`src/rtl/mul_unpack.sv`:
```
// Two-stage IEEE-754 operand unpacker: field split + classification (S1), exponent/significand forming (S2).
// Define MUL_UNPACK_SUBNORM_EN to normalise subnormals in S2; otherwise they are flushed to zero (DAZ).
module mul_unpack #(
  parameter int SIGN_W = 1,
  parameter int EXPO_W = 8,
  parameter int MANT_W = 23
) (
  input  logic                              clk,
  input  logic                              rst,
  input  logic                              in_valid,
  output logic                              in_ready,
  input  logic [SIGN_W+EXPO_W+MANT_W-1:0]   in_data,
  output logic                              out_valid,
  input  logic                              out_ready,
  output logic                              out_sign,
  output logic [EXPO_W:0]                   out_expo,
  output logic [MANT_W:0]                   out_mant,
  output logic                              out_zero,
  output logic                              out_subn,
  output logic                              out_inf,
  output logic                              out_nan,
  output logic                              out_snan
);

  localparam int DATA_W = SIGN_W + EXPO_W + MANT_W;

  // Class vector bit order: {zero, subn, inf, nan, snan}
  logic              s1_valid_q, s1_valid_d;
  logic              s1_sign_q, s1_sign_d;
  logic [EXPO_W-1:0] s1_expo_q, s1_expo_d;
  logic [MANT_W-1:0] s1_mant_q, s1_mant_d;
  logic [4:0]        s1_cls_q, s1_cls_d;

  logic              s2_valid_q, s2_valid_d;
  logic              s2_sign_q, s2_sign_d;
  logic [EXPO_W:0]   s2_expo_q, s2_expo_d;
  logic [MANT_W:0]   s2_mant_q, s2_mant_d;
  logic [4:0]        s2_cls_q, s2_cls_d;

  logic              s2_ready, s1_load, s1_move;
  logic              in_sign;
  logic [EXPO_W-1:0] in_expo;
  logic [MANT_W-1:0] in_mant;
  logic              e_zero, e_ones, m_zero;

`ifdef MUL_UNPACK_SUBNORM_EN
  localparam int LZ_W = $clog2(MANT_W + 1);
  logic [LZ_W-1:0] lz;

  function automatic logic [LZ_W-1:0] lzc(input logic [MANT_W-1:0] m);
    lzc = '0;
    for (int i = 0; i < MANT_W; i++) begin
      if (m[i]) lzc = LZ_W'(MANT_W - 1 - i);
    end
  endfunction

  assign lz = lzc(s1_mant_q);
`endif

  assign in_sign  = in_data[DATA_W-1];
  assign in_expo  = in_data[MANT_W +: EXPO_W];
  assign in_mant  = in_data[MANT_W-1:0];
  assign e_zero   = (in_expo == '0);
  assign e_ones   = &in_expo;
  assign m_zero   = (in_mant == '0);

  assign s2_ready = !s2_valid_q || out_ready;
  assign in_ready = !s1_valid_q || s2_ready;
  assign s1_load  = in_valid && in_ready;
  assign s1_move  = s1_valid_q && s2_ready;

  always_comb begin
    s1_valid_d = s1_load || (s1_valid_q && !s2_ready);
    s1_sign_d  = s1_sign_q;
    s1_expo_d  = s1_expo_q;
    s1_mant_d  = s1_mant_q;
    s1_cls_d   = s1_cls_q;
    if (s1_load) begin
      s1_sign_d = in_sign;
      s1_expo_d = in_expo;
      s1_mant_d = in_mant;
`ifdef MUL_UNPACK_SUBNORM_EN
      s1_cls_d[4] = e_zero && m_zero;
`else
      s1_cls_d[4] = e_zero;
`endif
      s1_cls_d[3] = e_zero && !m_zero;
      s1_cls_d[2] = e_ones && m_zero;
      s1_cls_d[1] = e_ones && !m_zero;
      s1_cls_d[0] = e_ones && !m_zero && !in_mant[MANT_W-1];
    end
  end

  always_comb begin
    s2_valid_d = s2_ready ? s1_valid_q : s2_valid_q;
    s2_sign_d  = s2_sign_q;
    s2_expo_d  = s2_expo_q;
    s2_mant_d  = s2_mant_q;
    s2_cls_d   = s2_cls_q;
    if (s1_move) begin
      s2_sign_d = s1_sign_q;
      s2_cls_d  = s1_cls_q;
      if (s1_cls_q[4]) begin
        // Covers true zeros and, in DAZ builds, flushed subnormals
        s2_expo_d = '0;
        s2_mant_d = '0;
`ifdef MUL_UNPACK_SUBNORM_EN
      end else if (s1_cls_q[3]) begin
        s2_expo_d = -((EXPO_W + 1)'(lz));
        s2_mant_d = ({1'b0, s1_mant_q} << lz) << 1;
`endif
      end else if (s1_cls_q[2] || s1_cls_q[1]) begin
        s2_expo_d = {1'b0, s1_expo_q};
        s2_mant_d = {1'b0, s1_mant_q};
      end else begin
        s2_expo_d = {1'b0, s1_expo_q};
        s2_mant_d = {1'b1, s1_mant_q};
      end
    end
  end

  always_ff @(posedge clk or posedge rst) begin
    if (rst) begin
      s1_valid_q <= 1'b0;
      s1_sign_q  <= 1'b0;
      s1_expo_q  <= '0;
      s1_mant_q  <= '0;
      s1_cls_q   <= '0;
      s2_valid_q <= 1'b0;
      s2_sign_q  <= 1'b0;
      s2_expo_q  <= '0;
      s2_mant_q  <= '0;
      s2_cls_q   <= '0;
    end else begin
      s1_valid_q <= s1_valid_d;
      s1_sign_q  <= s1_sign_d;
      s1_expo_q  <= s1_expo_d;
      s1_mant_q  <= s1_mant_d;
      s1_cls_q   <= s1_cls_d;
      s2_valid_q <= s2_valid_d;
      s2_sign_q  <= s2_sign_d;
      s2_expo_q  <= s2_expo_d;
      s2_mant_q  <= s2_mant_d;
      s2_cls_q   <= s2_cls_d;
    end
  end

  assign out_valid = s2_valid_q;
  assign out_sign  = s2_sign_q;
  assign out_expo  = s2_expo_q;
  assign out_mant  = s2_mant_q;
  assign out_zero  = s2_cls_q[4];
  assign out_subn  = s2_cls_q[3];
  assign out_inf   = s2_cls_q[2];
  assign out_nan   = s2_cls_q[1];
  assign out_snan  = s2_cls_q[0];

endmodule

```
`config.mk`:
```
export PLATFORM = sky130hd
export DESIGN_NAME = mul_unpack
export DESIGN_NICKNAME = d
export VERILOG_FILES = /design/src/rtl/mul_unpack.sv
export SDC_FILE = /design/constraint.sdc
export NUM_CORES = 1
export LEC_CHECK = 0
export ABC_AREA = 1
export ABC_CLOCK_PERIOD_IN_PS = 2600
export BUFFER_PORTS_ARGS = -buffer_cell sky130_fd_sc_hd__buf_4
export CAP_MARGIN = 5
export CORE_UTILIZATION = 53
export CTS_CLUSTER_DIAMETER = 50
export DETAILED_ROUTE_END_ITERATION = 16
export PLACE_DENSITY = 0.9
export SETUP_SLACK_MARGIN = 0.1
export SLEW_MARGIN = 20
export SYNTH_ARGS = -nofsm -noshare
export SYNTH_HDL_FRONTEND = slang
export SYNTH_SLANG_ARGS = --single-unit
export TNS_END_PERCENT = 10
```
`constraint.sdc`:
```
create_clock -name clk -period 2.6 [get_ports clk]
set_input_delay 0.26 -clock clk [delete_from_list [all_inputs] [get_ports clk]]
set_output_delay 0.26 -clock clk [all_outputs]
set_load 0.05 [all_outputs]
```
Yosys cells after proc, flatten, opt, wreduce, memory -nomap -nowiden
Cells that the tools add are included.
Operators by class
  reductions and logical operators: 19
  mux-type cells: 3
Operator list (count)
  two-way mux 24 bit: 2
  zero test 23 bit: 1
  zero test 8 bit: 1
  two-way mux 8 bit: 1
  AND reduction 8 bit: 1
  logical AND 1 bit: 7
  zero test 1 bit: 5
  logical OR 1 bit: 4
Storage, ports and cells
  input port bits: 36
  output and inout bits: 41
  logic and storage cells: 32
  flip-flop bits (word level): 78

Depth between registers and ports, before layout
Gate-level depths: netlist of run 1.
  word-level depth: 5
  mapped depth: 9
  mapped depth without buffers: 8

Least setup slack after synthesis of run 1
OpenSTA, ideal clock, no wires.
  path type: register to register
  from: register s2_valid_q, in the netlist out_valid
  to: register s1_mant_q[17]
  arrival: 1593 ps
  period minus slack after synthesis: 1709 ps
  library setup time: 116 ps
  path slack: 891 ps
  buffers on the path: 1
  cell stages (with the launch flop): 7
  data required time: 2484 ps
  path through: dfrtp_1 > nand3_2 > nand2_4 > inv_4 > buf_6 > nand2_1 > nand2_1
Between the ends
  cells in the longest elaborated chain, start to end: 4
Ends and longest elaborated chain
  start, declared: line 34  | logic s2_valid_q, s2_valid_d;
  start signal, assigned: line 140  | s2_valid_q <= s2_valid_d;
  zero test 1 bit: line 67  | assign s2_ready = !s2_valid_q || out_ready;
  logical OR 1 bit: line 67
  logical OR 1 bit: line 68  | assign in_ready = !s1_valid_q || s2_ready;
  named net in_ready: line 11  | output logic in_ready,
  logical AND 1 bit: line 69  | assign s1_load = in_valid && in_ready;
  end signal, assigned: line 138  | s1_mant_q <= s1_mant_d;
  end, declared: line 31  | logic [MANT_W-1:0] s1_mant_q, s1_mant_d;
The timed path passes the listed nets, and every way through them passes these cells.
A chain may end at the register's enable or synchronous reset.

Worst setup path after layout of run 1
  from: register s2_valid_q, in the netlist out_valid
  to: register s2_mant_q[20], in the netlist out_mant[20]
Between the ends
  cells in the longest elaborated chain, start to end: 3
Ends and longest elaborated chain
  zero test 1 bit: line 67
  logical OR 1 bit: line 67
  logical AND 1 bit: line 70  | assign s1_move = s1_valid_q && s2_ready;
  end signal, assigned: line 143  | s2_mant_q <= s2_mant_d;
  end, declared: line 37  | logic [MANT_W:0] s2_mant_q, s2_mant_d;
Every way passes these cells.

==> out/metrics.yaml, run 1 <==
power_and_ir_drop:
  power_mw: 3.43
  p_leak_nw: 2.16
  p_per_area_nw_per_um2: 881
  vdd_drop_max_v: 0.000490
run:
  drv_cap: 0
clock_tree:
  cts-root-buf: "clkbuf_8"
  clockBufferDepth: 2
  ctsResizeCount: 0
  clk_pin_slew_ps: 80
  cts_max_level: 3
  cts_tree: "yes"
  worstSkewPairLatency_ps: 350
  cts_made_buffers: 9
  cts_sinks: 77
timing:
  setup_ws_ps: 1060
  setup_viol: 0
  rsz0062_at_grt: "no"
  slew_viol_final: 0
  period_share_pct: 59.1
  fin_crit_ps: 1540
  relSlewSlack_pct: 59.3
  hold_violations: 0
  final.setup.tns_ps: 0
  worst_pin_slew_ps: 610
  fmax_mhz: 651
  fin_skew_ps: 13.3
layout:
  drive_above_1_share_pct: 24.7
  multi_input_comb_area_um2: 1010
  antenna_cells: 0
  seqCellArea_um2: 1930
  fin_util_pct: 69.5
  nets: 467
  nFillCells: 426
  area_delta_synth_final_pct: 24.8
place:
  pre_cts_ws_ps: 1110
  dp_hpwl_um: 4690
  gp_congestion: 0.811
  io_buffers: 75
route:
  num_vias: 2519
  initialDrtViolationCount: 205
  drc_errors: 0
  antenna_left: 0
  drt_wl_total_um: 6750
  drt_pass1_iterations: 4
  wire_per_inst_um: 13.3
  viasPerCell: 4.98
floorplan:
  die_height_um: 78.7
  start_util_pct: 55.7
  rows: 27
  dieArea_um2: 6200
  coreArea_um2: 5610
  io_pins: 77
  die_w_um: 78.7
setup_path:
  r2r.worst_path.cells: 7
  crit_required_ps: 2880
  start_kind: "register"
  end_kind: "register"
  crit_fanout: 42
  crit_type: "register to register"
  cp.arrival_ps: 1820
synth:
  synthAdderAreaFrac_pct: 0
  synth-compound-area-share_pct: 3.85
  synth_top_cell_by_area: "dfrtp_1"
  muxShareOfSynthArea_pct: 0
  synthDistinctLibCells: 19
  synth_area_leaders: "dfrtp_1, nand2_1, nor2_1"
  synth_xor_xnor_area_share_pct: 0
  syn-instance-count: 355
  synth_seq_area_share_pct: 61.7
  yosys_warnings: 0
  synth_top_family_by_area: "simple AND/OR/NAND/NOR gates"
  synthSimpleGateAreaFrac_pct: 28.5
  synth_nets: 391
  syn_area_um2: 3120
  ys_seq_elements: 77
  syn_avg_cell_area_um2: 8.79
  synth.top_cell.area_share_pct: 61.7
global_route:
  grt_pass1_wl_um: 11200
  grt_util_all_layers_pct: 24.0
  grt_pass1_vias: 2445
  antenna_found_initial: 0
  grt_max_degree: 43
  grt_overflow: 0
min_path:
  min_path_cells: 3
  min_path_type: "primary input to register"
status:
  status: "finished, final reports clean"
-- stage by stage --
step | cells | hold slack [ps] | area (um2)
floorplan | 355 | 359 | 3120
global placement | 491 | 347 | 3690
detailed placement | 491 | 350 | 3690
CTS | 506 | 110 | 3900
global route | 506 | 121 | 3900
finish | 506 | 115 | 3900
-- cell families after synthesis --
| logic type | count (synthesis) |
|---|---|
| DFF | 77 |
| and+or+nand+nor | 227 |
| buffers and inverters | 31 |
| AOI/OAI and AO/OA | 19 |
| other | 1 |
-- critical path: stages, from the launching register on --
cell     delay (ps)
dfrtp_1         410
nand2_2         110
nand2_4         250
inv_4           180
nand2_4          90
inv_4           220
nand2_1         130
nand2_1          80
-- cells in the final DEF (no fill, tap or decap) --
| cell | count |
|---|---|
| dlygate4sd3_1 | 1 |
| clkinvlp_4 | 1 |
| nor2_1 | 24 |
| inv_1 | 13 |
| buf_4 | 77 |
| conb_1 | 1 |
| nand4_1 | 1 |
| o21bai_2 | 1 |
| o21ai_2 | 5 |
| o21ai_0 | 13 |
| clkinv_2 | 3 |
| bufinv_16 | 2 |
| inv_4 | 3 |
| nand3_1 | 4 |
| nand2_4 | 3 |
| dfrtp_1 | 77 |
| inv_2 | 1 |
| nand2_1 | 193 |
| nand3_2 | 1 |
| nand2_2 | 1 |
| clkbuf_8 | 9 |
-- state kept, by name, indices dropped and copies added, names as in the netlist --
| signal | cells |
|---|---|
| out_expo | 8 |
| out_valid | 1 |
| s1_mant_q | 23 |
| s1_expo_q | 8 |
| s2_cls_q | 5 |
| s1_sign_q | 1 |
| s1_cls_q | 5 |
| out_sign | 1 |
| s1_valid_q | 1 |
| out_mant | 24 |
-- worst paths after layout --
kind                       slack, ps          start       endpoint
max in group asynchronous       1370            rst   s1_mant_q[5]
hold reg to reg                  470  s1_mant_q[18]   out_mant[18]
hold / removal                   120    in_data[17]  s1_mant_q[17]
setup reg to reg                1060      out_valid   out_mant[20]
min in group asynchronous        530            rst    out_expo[1]
setup / recovery                1060      out_valid   out_mant[20]
-- area by class of cell --
type                    count  area share, %
clock buffers               9           3.18
repair buffers             78           15.1
flip-flops and latches     77           49.4
clock inverters             5           1.99
inverters                  18           1.96
well taps                  72           2.31
multi-input cells         247           26.0
-- cells in the mapped netlist --
| library cell | instances |
|---|---|
| dfrtp_1 | 77 |
| nand2_4 | 3 |
| nand3_1 | 4 |
| o21ai_2 | 5 |
| nand3_2 | 1 |
| o21ai_0 | 13 |
| nor2_1 | 24 |
| nand2_1 | 193 |
| buf_6 | 5 |
| buf_4 | 4 |
| inv_4 | 3 |
| nand4_1 | 1 |
| inv_2 | 1 |
| buf_2 | 3 |
| inv_1 | 14 |
| clkbuf_1 | 1 |
| conb_1 | 1 |
| nand2_2 | 1 |
| o21bai_2 | 1 |
-- where the power goes --
group / internal (mW) / total [mW] / switching (mW)
sequential: 1.38 / 1.50 / 0.113
combinational: 0.284 / 0.994 / 0.710
clock: 0.526 / 0.940 / 0.414
total: 2.19 / 3.43 / 1.24
-- per-layer routing --
layer  vias to the layer above  wire length, um  GRT usage (%)
met4                         0              199           13.1
li1                       1225                -              -
met3                        16              263           3.79
met5                         -                0              0
met2                        73             3400           40.5
met1                      1205             2880           29.6
-- repair_timing --
item                      4_1_cts  5_1_grt
hold buffers                    1        0
hold endpoints to repair       35        0
setup buffers                   0        0
No activity file was read; power rests on OpenSTA's default activity.
==> inputs of run 2 (changes only) <==
Settings changed: ABC_AREA 1 to 0, ABC_CLOCK_PERIOD_IN_PS 2600 to 1400, CORE_UTILIZATION 53 to 48, PLACE_DENSITY 0.9 to 0.86.
Clock period 2.6 ns to 1.4 ns, I/O delays scaled along.
==> out/metrics.yaml, run 2 <==
status:
  status: "complete, but fails checks"
  violations: "design-rule violations"
place:
  io_buffers: 75
  gp_congestion: 0.750
  dp_hpwl_um: 4590
  pre_cts_ws_ps: 41.5
synth:
  ys.flop_type: "dfrtp_1"
  synth_xor_xnor_area_share_pct: 0
  syn_area_um2: 3250
  yosys_warnings: 0
  synth.top_cell.area_share_pct: 59.3
  synth_area_leaders: "dfrtp_1, mux2_4, nand2b_1"
  ys_async_sr_fraction_pct: 100
  synth_seq_area_share_pct: 59.3
  synthAdderAreaFrac_pct: 0
  synthTopCellsByCount: "dfrtp_1, nand2_1, nand2b_1, o21ai_0, mux2_4"
  synth-edff-count: 0
  syn-instance-count: 258
  syn_avg_cell_area_um2: 12.6
  synth_top_cell_by_area: "dfrtp_1"
  synth-compound-area-share_pct: 6.12
  synth_nets: 294
  synthMostInstantiatedCell: "dfrtp_1"
  synth_top_family_by_area: "multiplexers"
  ys_seq_elements: 77
  muxShareOfSynthArea_pct: 16.1
  synthDistinctLibCells: 22
  synthSimpleGateAreaFrac_pct: 14.7
clock_tree:
  cts_tree: "yes"
  worstSkewPairLatency_ps: 340
  clockBufferDepth: 2
  cts-root-buf: "clkbuf_8"
  cts_made_buffers: 9
  clk_pin_slew_ps: 80
  cts_max_level: 3
  cts_sinks: 77
layout:
  mostFrequentLayoutCells: "buf_4, dfrtp_1, nand2_1, nand2b_1, o21ai_0"
  antenna_cells: 0
  drive_above_1_share_pct: 43.0
  largest_reg_flops: 24
  final_common_cell: "buf_4"
  nets: 380
  area_delta_synth_final_pct: 30.6
floorplan:
  io_pins: 77
  coreArea_um2: 6460
  dieArea_um2: 7100
  start_util_pct: 50.3
  die_w_um: 84.3
  rows: 29
  die_height_um: 84.3
route:
  drt_pass1_iterations: 10
  wire_per_inst_um: 15.7
  drc_errors: 8
  initialDrtViolationCount: 120
  antenna_left: 0
  viasPerCell: 5.09
  num_vias: 2170
  drt_wl_total_um: 6670
timing:
  slew_viol_final: 0
  fmax_mhz: 736
  setup_viol: 0
  fin_skew_ps: 6.74
  setup_ws_ps: 41.8
  period_share_pct: 97.0
  fin_crit_ps: 1360
  rsz0062_at_grt: "yes"
  hold_violations: 0
setup_path:
  crit_type: "register to register"
  cpLargestDelayFamily: "simple AND/OR/NAND/NOR gates"
  start_kind: "register"
  cp_num_cells: 4
  cp.arrival_ps: 1610
  timing.critical_path.buf_inv: 0
  r2r.worst_path.cells: 4
  setup.worst_path.start: "out_valid"
  crit_required_ps: 1650
  r2r_setup_slack_ps: 40
  crit_fanout: 4
  worstReg2RegEnd: "s1_cls_q[2]"
  slowest_delay_ps: 430
  reg2reg_from: "out_valid"
  path_cells: "nand3b_4, nand2_8, or3_4, o31ai_2"
  slowest_stage: "dfrtp_1"
  end_kind: "register"
global_route:
  antenna_found_initial: 0
  grt_max_degree: 78
  grt_pass1_wl_um: 11000
  grt_pass1_vias: 2275
  grt_overflow: 0
  grt_util_all_layers_pct: 20.3
run:
  drv_cap: 0
power_and_ir_drop:
  vdd_drop_max_v: 0.000874
  p_leak_nw: 2.08
  p_per_area_nw_per_um2: 1540
  power_mw: 6.53
min_path:
  hold_path_end: "s1_cls_q[0]"
  hp-start: "in_data[22]"
  min_path_type: "primary input to register"
  min_path_cells: 2
==> run 2: changes by cell type in the layout (fill, tap and decap cells not counted), moves of 5 or more <==
cell,before,now
nand2b_1,0,34
mux2_4,0,25
inv_1,13,0
o21ai_2,5,0
mux2_2,0,13
o21ai_0,13,32
nor4_1,0,7
nor2_1,24,1
nand2_1,193,39
buf_12,0,5
buf_4,77,83
==> run 2: worst max path at each step <==
stage                        end  slack (ps)
floorplan           s1_mant_q[0]        -440
CTS                  s1_cls_q[2]          30
finish               s1_cls_q[2]          40
detailed placement  s1_expo_q[5]          40
global placement     s1_cls_q[1]          70
global route         s1_cls_q[0]          30
==> run 2: per-layer routing <==
metal	track usage, %	vias to the layer above	routed length [um]
met5	0	-	0
met4	6.43	0	67
met3	6.19	6	329
met2	33.5	63	3270
met1	25.7	1054	3010
li1	-	1047	-
==> run 2: logic make-up (layout without fill, tap and decap cells) <==
family	count (synthesis)	in the layout
mux	38	38
simple gates	90	90
flops	77	77
other cells	1	1
compound gates	36	36
buf+inv	16	107
==> run 2: repair_timing <==
item,in CTS,in global routing
pin swaps,1,2
buffers inserted,0,3
gates cloned,1,0
hold buffers,1,0
setup endpoints to repair,28,44
hold endpoints to repair,77,0
gates resized for setup,3,2
==> run 2: metrics by stage <==
step / TNS, ps / utilization, % / cells / instance area (um2) / hold slack [ps]
after floorplan: -15690 / - / 258 / 3250 / 230
after CTS: 0 / 65.2 / 423 / 4210 / 2.04
after global routing: 0 / 65.7 / 426 / 4240 / 6.59
after detailed placement: 0 / 60.9 / 405 / 3940 / 291
final: 0 / 65.7 / 426 / 4240 / 22.0
after global placement: 0 / 60.9 / 405 / 3940 / 281
==> run 2: where the power goes <==
group / switching (mW) / internal [mW]
Clock: 0.805 / 1.05
Combinational: 1.20 / 0.707
Sequential: 0.201 / 2.57
==> run 2: area by class of cell <==
type                       instances  area, um2
inverter                           1       7.51
fill                             497       2220
tap                               77       96.3
multi-input combinational        165       1230
clock inverter                     6       86.3
sequential                        77       1930
clock buffer                      10        138
timing repair buffer              90        761
